==> src/rtl/c7bifu_ibuf_if.sv <==
// Fetch-return / decode handshake bundle for the instruction buffer.
// master = fetch/decode side driving beats and consume; slave = the buffer.
interface c7bifu_ibuf_if #(
  parameter int unsigned DEPTH       = 8,
  parameter int unsigned FETCH_WORDS = 2
);
  localparam int unsigned CW = $clog2(DEPTH) + 1;

  logic [31:0]               data_addr;
  logic [32*FETCH_WORDS-1:0] data;
  logic                      data_vld;
  logic                      flush;
  logic [1:0]                consume;
  logic                      iq_full;
  logic [CW-1:0]             iq_count;
  logic [31:0]               inst0_addr;
  logic [31:0]               inst0;
  logic                      inst0_vld;
  logic [31:0]               inst1_addr;
  logic [31:0]               inst1;
  logic                      inst1_vld;

  modport master (
    output data_addr, data, data_vld, flush, consume,
    input  iq_full, iq_count, inst0_addr, inst0, inst0_vld,
           inst1_addr, inst1, inst1_vld
  );

  modport slave (
    input  data_addr, data, data_vld, flush, consume,
    output iq_full, iq_count, inst0_addr, inst0, inst0_vld,
           inst1_addr, inst1, inst1_vld
  );
endinterface

==> src/rtl/c7bifu_ibuf.sv <==
// Instruction buffer: takes fetch beats (dropping words before an unaligned
// entry point) and presents the two oldest instructions to a dual-lane decoder.
module c7bifu_ibuf #(
  parameter int unsigned DEPTH       = 8,
  parameter int unsigned FETCH_WORDS = 2
) (
  input  logic          clk,
  input  logic          resetn,
  c7bifu_ibuf_if.slave  ibuf
);
  localparam int unsigned OW = $clog2(FETCH_WORDS);
  localparam int unsigned IW = $clog2(DEPTH);
  localparam int unsigned CW = IW + 1;

  logic [31:0]   addr_q [DEPTH];
  logic [31:0]   addr_d [DEPTH];
  logic [31:0]   data_q [DEPTH];
  logic [31:0]   data_d [DEPTH];
  logic [IW-1:0] wr_idx_q, wr_idx_d;
  logic [IW-1:0] rd_idx_q, rd_idx_d;
  logic [CW-1:0] count_q, count_d;

  logic          full;
  logic          wr_en;
  logic [OW-1:0] off;
  logic [31:0]   base;
  logic [CW-1:0] n_wr, n_rd, n_lanes;
  logic [IW-1:0] slot;
  logic [IW-1:0] rd_nxt;
  logic          unused_addr_lsb;

  // Full looks only at the registered count, so it never depends on this cycle's inputs.
  assign full            = count_q > CW'(DEPTH - FETCH_WORDS);
  assign unused_addr_lsb = ^ibuf.data_addr[1:0];

  always_comb begin
    addr_d   = addr_q;
    data_d   = data_q;
    wr_idx_d = wr_idx_q;
    rd_idx_d = rd_idx_q;
    count_d  = count_q;
    slot     = '0;
    off      = ibuf.data_addr[OW+1:2];
    base     = {ibuf.data_addr[31:OW+2], {(OW+2){1'b0}}};
    wr_en    = ibuf.data_vld && !full && !ibuf.flush;
    n_wr     = wr_en ? (CW'(FETCH_WORDS) - CW'(off)) : '0;
    n_lanes  = (count_q >= CW'(2)) ? CW'(2) : count_q;
    n_rd     = (CW'(ibuf.consume) < n_lanes) ? CW'(ibuf.consume) : n_lanes;

    if (ibuf.flush) begin
      wr_idx_d = '0;
      rd_idx_d = '0;
      count_d  = '0;
    end else begin
      // Words ahead of the entry offset are skipped; the rest pack from wr_idx.
      for (int k = 0; k < FETCH_WORDS; k++) begin
        if (wr_en && (k >= int'(off))) begin
          slot         = wr_idx_q + IW'(k) - IW'(off);
          addr_d[slot] = base + 32'(4 * k);
          data_d[slot] = ibuf.data[32*k +: 32];
        end
      end
      wr_idx_d = wr_idx_q + IW'(n_wr);
      rd_idx_d = rd_idx_q + IW'(n_rd);
      count_d  = count_q + n_wr - n_rd;
    end
  end

  always_ff @(posedge clk or negedge resetn) begin
    if (!resetn) begin
      for (int i = 0; i < DEPTH; i++) begin
        addr_q[i] <= '0;
        data_q[i] <= '0;
      end
      wr_idx_q <= '0;
      rd_idx_q <= '0;
      count_q  <= '0;
    end else begin
      addr_q   <= addr_d;
      data_q   <= data_d;
      wr_idx_q <= wr_idx_d;
      rd_idx_q <= rd_idx_d;
      count_q  <= count_d;
    end
  end

  // Lanes read straight out of the head slots; no bypass from the write port.
  assign rd_nxt          = rd_idx_q + IW'(1);
  assign ibuf.iq_full    = full;
  assign ibuf.iq_count   = count_q;
  assign ibuf.inst0_addr = addr_q[rd_idx_q];
  assign ibuf.inst0      = data_q[rd_idx_q];
  assign ibuf.inst0_vld  = (count_q != '0);
  assign ibuf.inst1_addr = addr_q[rd_nxt];
  assign ibuf.inst1      = data_q[rd_nxt];
  assign ibuf.inst1_vld  = (count_q >= CW'(2));
endmodule

==> src/flat_wrapper.sv <==
// flat-port wrapper written by rule: the top's interface ports become plain ports
module c7bifu_ibuf_flat 
#(
  parameter int unsigned DEPTH       = 8,
  parameter int unsigned FETCH_WORDS = 2
)
  (clk, resetn, ibuf_data_addr, ibuf_data, ibuf_data_vld, ibuf_flush, ibuf_consume, ibuf_iq_full, ibuf_iq_count, ibuf_inst0_addr, ibuf_inst0, ibuf_inst0_vld, ibuf_inst1_addr, ibuf_inst1, ibuf_inst1_vld);
  c7bifu_ibuf_if #(.DEPTH(DEPTH), .FETCH_WORDS(FETCH_WORDS)) ibuf_i ();
  input  logic clk;
  input  logic resetn;
  input wire logic [$bits(ibuf_i.data_addr)-1:0] ibuf_data_addr;
  input wire logic [$bits(ibuf_i.data)-1:0] ibuf_data;
  input wire logic [$bits(ibuf_i.data_vld)-1:0] ibuf_data_vld;
  input wire logic [$bits(ibuf_i.flush)-1:0] ibuf_flush;
  input wire logic [$bits(ibuf_i.consume)-1:0] ibuf_consume;
  output wire logic [$bits(ibuf_i.iq_full)-1:0] ibuf_iq_full;
  output wire logic [$bits(ibuf_i.iq_count)-1:0] ibuf_iq_count;
  output wire logic [$bits(ibuf_i.inst0_addr)-1:0] ibuf_inst0_addr;
  output wire logic [$bits(ibuf_i.inst0)-1:0] ibuf_inst0;
  output wire logic [$bits(ibuf_i.inst0_vld)-1:0] ibuf_inst0_vld;
  output wire logic [$bits(ibuf_i.inst1_addr)-1:0] ibuf_inst1_addr;
  output wire logic [$bits(ibuf_i.inst1)-1:0] ibuf_inst1;
  output wire logic [$bits(ibuf_i.inst1_vld)-1:0] ibuf_inst1_vld;
  assign ibuf_i.data_addr = ibuf_data_addr;
  assign ibuf_i.data = ibuf_data;
  assign ibuf_i.data_vld = ibuf_data_vld;
  assign ibuf_i.flush = ibuf_flush;
  assign ibuf_i.consume = ibuf_consume;
  assign ibuf_iq_full = ibuf_i.iq_full;
  assign ibuf_iq_count = ibuf_i.iq_count;
  assign ibuf_inst0_addr = ibuf_i.inst0_addr;
  assign ibuf_inst0 = ibuf_i.inst0;
  assign ibuf_inst0_vld = ibuf_i.inst0_vld;
  assign ibuf_inst1_addr = ibuf_i.inst1_addr;
  assign ibuf_inst1 = ibuf_i.inst1;
  assign ibuf_inst1_vld = ibuf_i.inst1_vld;
  c7bifu_ibuf #(.DEPTH(DEPTH), .FETCH_WORDS(FETCH_WORDS)) u_core (.clk(clk), .resetn(resetn), .ibuf(ibuf_i));
endmodule
==> config.mk <==
export PLATFORM = sky130hd
export DESIGN_NAME = c7bifu_ibuf_flat
export DESIGN_NICKNAME = d
export VERILOG_FILES = /design/src/rtl/c7bifu_ibuf_if.sv /design/src/rtl/c7bifu_ibuf.sv /design/src/flat_wrapper.sv
export SDC_FILE = /design/constraint.sdc
export NUM_CORES = 1
export LEC_CHECK = 0
export CORE_MARGIN = 1
export CORE_UTILIZATION = 30
export DETAILED_ROUTE_END_ITERATION = 8
export PLACE_DENSITY_LB_ADDON = 0.12
export SLEW_MARGIN = 10
export SYNTH_ARGS = -nofsm -noshare
export SYNTH_HDL_FRONTEND = slang
export SYNTH_SLANG_ARGS = --single-unit
==> constraint.sdc <==
create_clock -name clk -period 6.7 [get_ports clk]
set_input_delay 1.34 -clock clk [delete_from_list [all_inputs] [get_ports clk]]
set_output_delay 1.34 -clock clk [all_outputs]
set_load 0.01 [all_outputs]
# Word-level counts from Yosys, hierarchy flattened
# Index checks and enable logic that the tools add are counted.
[totals] output_inout_bits=135 wordCells=83 regBits=522 input_bits=102
[classes] n_addsub=10 magnitude_cmp=10 n_mux=32 n_reduce_logical=8 bitwise_logic=4
[ops] operator="two-way mux 256 bit" n=6
[ops] operator="bitwise mux 256 bit" n=4
[ops] operator="binary-select mux 32 bit (select 3 bit)" n=4
[ops] operator="two-way mux 32 bit" n=10
[ops] operator="demux 32 bit (select 3 bit)" n=2
[ops] operator="adder 32 x 3 -> 32 bit, second input constant" n=1
[ops] operator=">= comparator 4 bit, second input constant" n=4
[ops] operator="two-way mux 4 bit" n=4
[ops] operator="inverter 3 -> 4 bit" n=4
[ops] operator="less-than comparator 4 x 1 -> 1 bit, second input constant" n=2
[ops] operator="adder 3 x 1 -> 3 bit, second input constant" n=2
[ops] operator="adder 3 bit" n=2
[ops] operator="two-way mux 3 bit" n=2
[ops] operator="subtractor 3 x 1 -> 3 bit" n=2
[ops] operator="logical AND 1 bit" n=5
[ops] operator="adder 4 bit" n=1
[ops] operator=">= comparator 4 x 2 -> 1 bit, second input constant" n=1
[ops] operator="greater-than comparator 4 x 3 -> 1 bit, second input constant" n=1
[ops] operator="less-than comparator 2 x 4 -> 1 bit" n=1
[ops] operator="nonzero test 4 bit" n=1
[ops] operator="subtractor 4 bit" n=1
[ops] operator="subtractor 2 x 1 -> 3 bit, first input constant" n=1
[ops] operator="logical NOT 1 bit" n=2
[ops] operator=">= comparator 1 bit, first input constant" n=1

# Longest topological paths before layout
[logic_depth] word_depth=11 mapped_depth=14 ltp_nobuf=14

# Least setup slack after synthesis
# OpenSTA, ideal clock, no wires.
[synth_path] path_type="register -> output" from="register u_core.rd_idx_q[1]" to="output port ibuf_inst1_addr[11]" path_stages_with_launch=6 arrival_time_ns=2.358 path_slack_ns=3.002 required_time_ns=5.360 path_cell_list="dfrtp_1 ha_1 clkbuf_1 buf_2 mux4_2 mux2_2"
[synth_between] elab_chain_len=5
[synth_lines] element="start, declared" line="c7bifu_ibuf.sv:20" source="logic [IW-1:0] rd_idx_q, rd_idx_d;"
[synth_lines] element="start signal, assigned" line="c7bifu_ibuf.sv:82" source="rd_idx_q <= rd_idx_d;"
[synth_lines] element="adder 3 x 1 -> 3 bit" line="c7bifu_ibuf.sv:88" source="assign rd_nxt = rd_idx_q + IW'(1);"
[synth_lines] element="inverter 3 -> 4 bit (not written as such)" line="c7bifu_ibuf.sv:94" source="assign ibuf.inst1_addr = addr_q[rd_nxt];"
[synth_lines] element="binary-select mux 32 bit (select 3 bit)" line="c7bifu_ibuf.sv:94"
[synth_lines] element="two-way mux 32 bit (not written as such) (2 in a row)" line="c7bifu_ibuf.sv:94"
[synth_lines] element="end, declared" line="flat_wrapper.sv:21" source="output wire logic [$bits(ibuf_i.inst1_addr)-1:0] ibuf_inst1_addr;"
# No other way between the ends. The select of a mux whose other input is x is not followed.

# Worst setup path after layout
[layout_path] from="register u_core.rd_idx_q[0]" to="output port ibuf_inst0[27]"
[layout_between] elab_chain_len=4
[layout_lines] element="inverter 3 -> 4 bit (not written as such)" line="c7bifu_ibuf.sv:92" source="assign ibuf.inst0 = data_q[rd_idx_q];"
[layout_lines] element="binary-select mux 32 bit (select 3 bit)" line="c7bifu_ibuf.sv:92"
[layout_lines] element="two-way mux 32 bit (not written as such) (2 in a row)" line="c7bifu_ibuf.sv:92"
[layout_lines] element="end, declared" line="flat_wrapper.sv:19" source="output wire logic [$bits(ibuf_i.inst0)-1:0] ibuf_inst0;"
# No other way between the ends. The select of a mux whose other input is x is not followed.

==> results.cfg <==
[run_status]
status = finished clean

[clock_network]
cts_buffer_depth = 3
htree_levels = 3
cts_hold_buf = 0
clk_pin_slew_ps = 60
cts_tree = done
clock_sinks = 522
cts_root_buf = clkbuf_16
cts_resized = 0
cts_made_buffers = 68
post_cts_buffers = 0
clk_latency_ps = 640

[timing]
min_period_ps = 5860
setup_viol = 0
setup-tns-final_ps = 0
slew_headroom_pct = 16.9
fin_skew_ps = 19.9
rsz0062_at_grt = false
worstMarginPinSlew_ps = 1250
finalCritPeriodShare_pct = 87.4
max_freq_mhz = 171
hold_viol_final = 0
final_max_slew_viol_count = 0

[grt]
grt_pass1_wl_um = 160000
grt_pass1_vias = 23300
grt_use_total_pct = 21.6
antenna_found_initial = 3
globalRouteOverflowTotal = 0
grt_max_degree = 154

[die]
io_pins = 237
die_y_um = 317
std_cell_rows = 115
die-width_um = 317
dieArea_sq_um = 100000
initial_utilization_pct = 30.3
core_sq_um = 98300

[finish]
layout-drive-gt1-share_pct = 34.9
utilization_pct = 36.3
final_cell_mix = 519 x dfrtp_1, 314 x mux2_2, 256 x mux4_2, 233 x a2bb2oi_1, 233 x clkdlybuf4s50_1
synthToLayoutAreaGrowth_pct = 20.0
final_common_cell = dfrtp_1
fin_nets = 2397

[job]
drv_cap = 0

[critical_path]
worst_path_dominant_cell_family = buffers and inverters
worst_path_max_delay_cell = dfrtp_4
crit_top_cell = buf_4
critPathKind = reg2out
worstSetupStartpointType = flop
r2r_cells = 7
cp_cell_sequence = buf_4 > buf_4 > mux4_2 > mux2_2 > clkdlybuf4s50_1
crit_buf_inv = 3
crit_path_end_kind = output port
cp_max_fo = 47
timing.rr.start = u_core.wr_idx_q[0]
reg2reg_to = u_core.addr_q[146]
arrival_ps = 4520
critical_path.max_stage_delay_ps = 960
rrSetupSlack_ps = 2990
required_ps = 5360

[worst_hold_path]
holdPathStages = 1
hold_end = u_core.addr_q[65]
hold_start = u_core.addr_q[65]
holdCritPathClass = reg2reg

[placement]
place_congestion = 0.797
io_buffers = 234
dp_hpwl_um = 62700

[power_and_ir_drop]
vdd_drop_max_v = 0.000685
p_per_area_nw_per_um2 = 567
p_leak_nw = 13.7

[drt]
wirelength_um = 109000
drt-initial-drc-count = 1759
routedWlPerCell_um = 30.0
vias = 21800
drtAntennaViolNets = 0
viasPerCell = 6.02
drc = 0
dr.pass1.iters = 5

[synth]
netlist-cell-type-count = 60
ys_seq_area_share_pct = 43.9
synthCells = 2139
syn_avg_cell_area_sq_um = 13.9
ys_warn_count = 0
yosys_most_used_dff = dfrtp_1
syn_nets = 2259
ys_seq_elements = 522
async_flop_share_pct = 100
synth_edf_count = 0
syn_area_sq_um = 29700
[per-layer routing]
layer  up-vias  GRT usage [%]  share of wire, %
li1       8954              -                 -
met1     11700           28.4                42
met2       881           35.1                48
met3       211           4.30               6.4
met4         4           8.28               3.3
met5         -              0             0.017
[registers in the layout, summed over array words and instances, names as in the netlist]
| signal | cells |
|---|---|
| u_core.data_q | 256 |
| u_core.addr_q | 256 |
| u_core.rd_idx_q | 3 |
| u_core.ibuf.iq_count | 4 |
| u_core.wr_idx_q | 3 |
[power by group]
part | switching (W) | internal, W
Sequential | 0.00130 | 0.00462
Clock | 0.00148 | 0.00229
Combinational | 0.00436 | 0.00620
[synth_stat cells, drive strengths merged (15+ instances only)]
cell type | n | area, sq um
o22ai | 132 | 826
nand2 | 15 | 58.8
clkbuf | 111 | 418
nor2 | 23 | 86.3
a2bb2oi | 233 | 2040
o32ai | 106 | 928
o21ai | 27 | 150
nand2b | 33 | 206
mux2 | 360 | 4050
buf | 119 | 642
mux4 | 256 | 5770
inv | 27 | 101
nor2b | 17 | 106
a21oi | 20 | 145
dfrtp | 522 | 13100
or2 | 36 | 225
[cell type report]
cell class,count,area (sq um)
well taps,1287,1610
repair buffers,298,2990
diodes,2,5.00
fillers,9386,62600
inverters,27,101
clock inverters,17,215
multi-input cells,1360,15600
clock buffers,103,2080
flip-flops and latches,522,13100
[worst register-to-register path, stage by stage, from the launching register on]
cell and delay [ps]:
dfrtp_1 410, ha_1 200, ha_1 790, nand4b_4 160
or4_1 960, o21ai_4 220, buf_4 440, mux2_2 430
[logic make-up (layout without fill, tap and decap cells)]
logic type                 count (synthesis)  after routing  share of synthesized area [%]
and+or+nand+nor                          172            172                           3.49
xor gates and xnor gates                   9              9                          0.341
buffers and inverters                    257            445                           3.90
other                                      0              2                              0
DFF                                      522            522                           43.9
adders and majority gates                 18             18                          0.858
AOI/OAI and AO/OA                        545            545                           14.5
muxes                                    616            616                           33.0
[stage by stage]
step	cell area, sq um	worst slack (ps)	total power (W)	instances	hold slack [ps]
floorplan	29700	3000	0.0122	2139	466
global placement	33400	1350	0.0164	3494	480
detailed placement	33400	1330	0.0166	3494	494
CTS	35700	721	0.0205	3614	507
global route	35700	555	0.0214	3615	525
finish	35700	845	0.0202	3616	504
[how the worst max path moves through the flow]
stage / cells past startpoint / end / start / slack, ps
floorplan: 5 / ibuf_inst1_addr[11] / u_core.rd_idx_q[1] / 3000
global placement: 9 / u_core.addr_q[136] / ibuf_data_addr[2] / 1350
detailed placement: 9 / u_core.addr_q[146] / ibuf_data_addr[2] / 1330
CTS: 5 / ibuf_inst0[27] / u_core.rd_idx_q[0] / 720
global route: 5 / ibuf_inst0[27] / u_core.rd_idx_q[0] / 550
finish: 5 / ibuf_inst0[27] / u_core.rd_idx_q[0] / 840
Note: power is estimated with default switching activity, not from simulation.
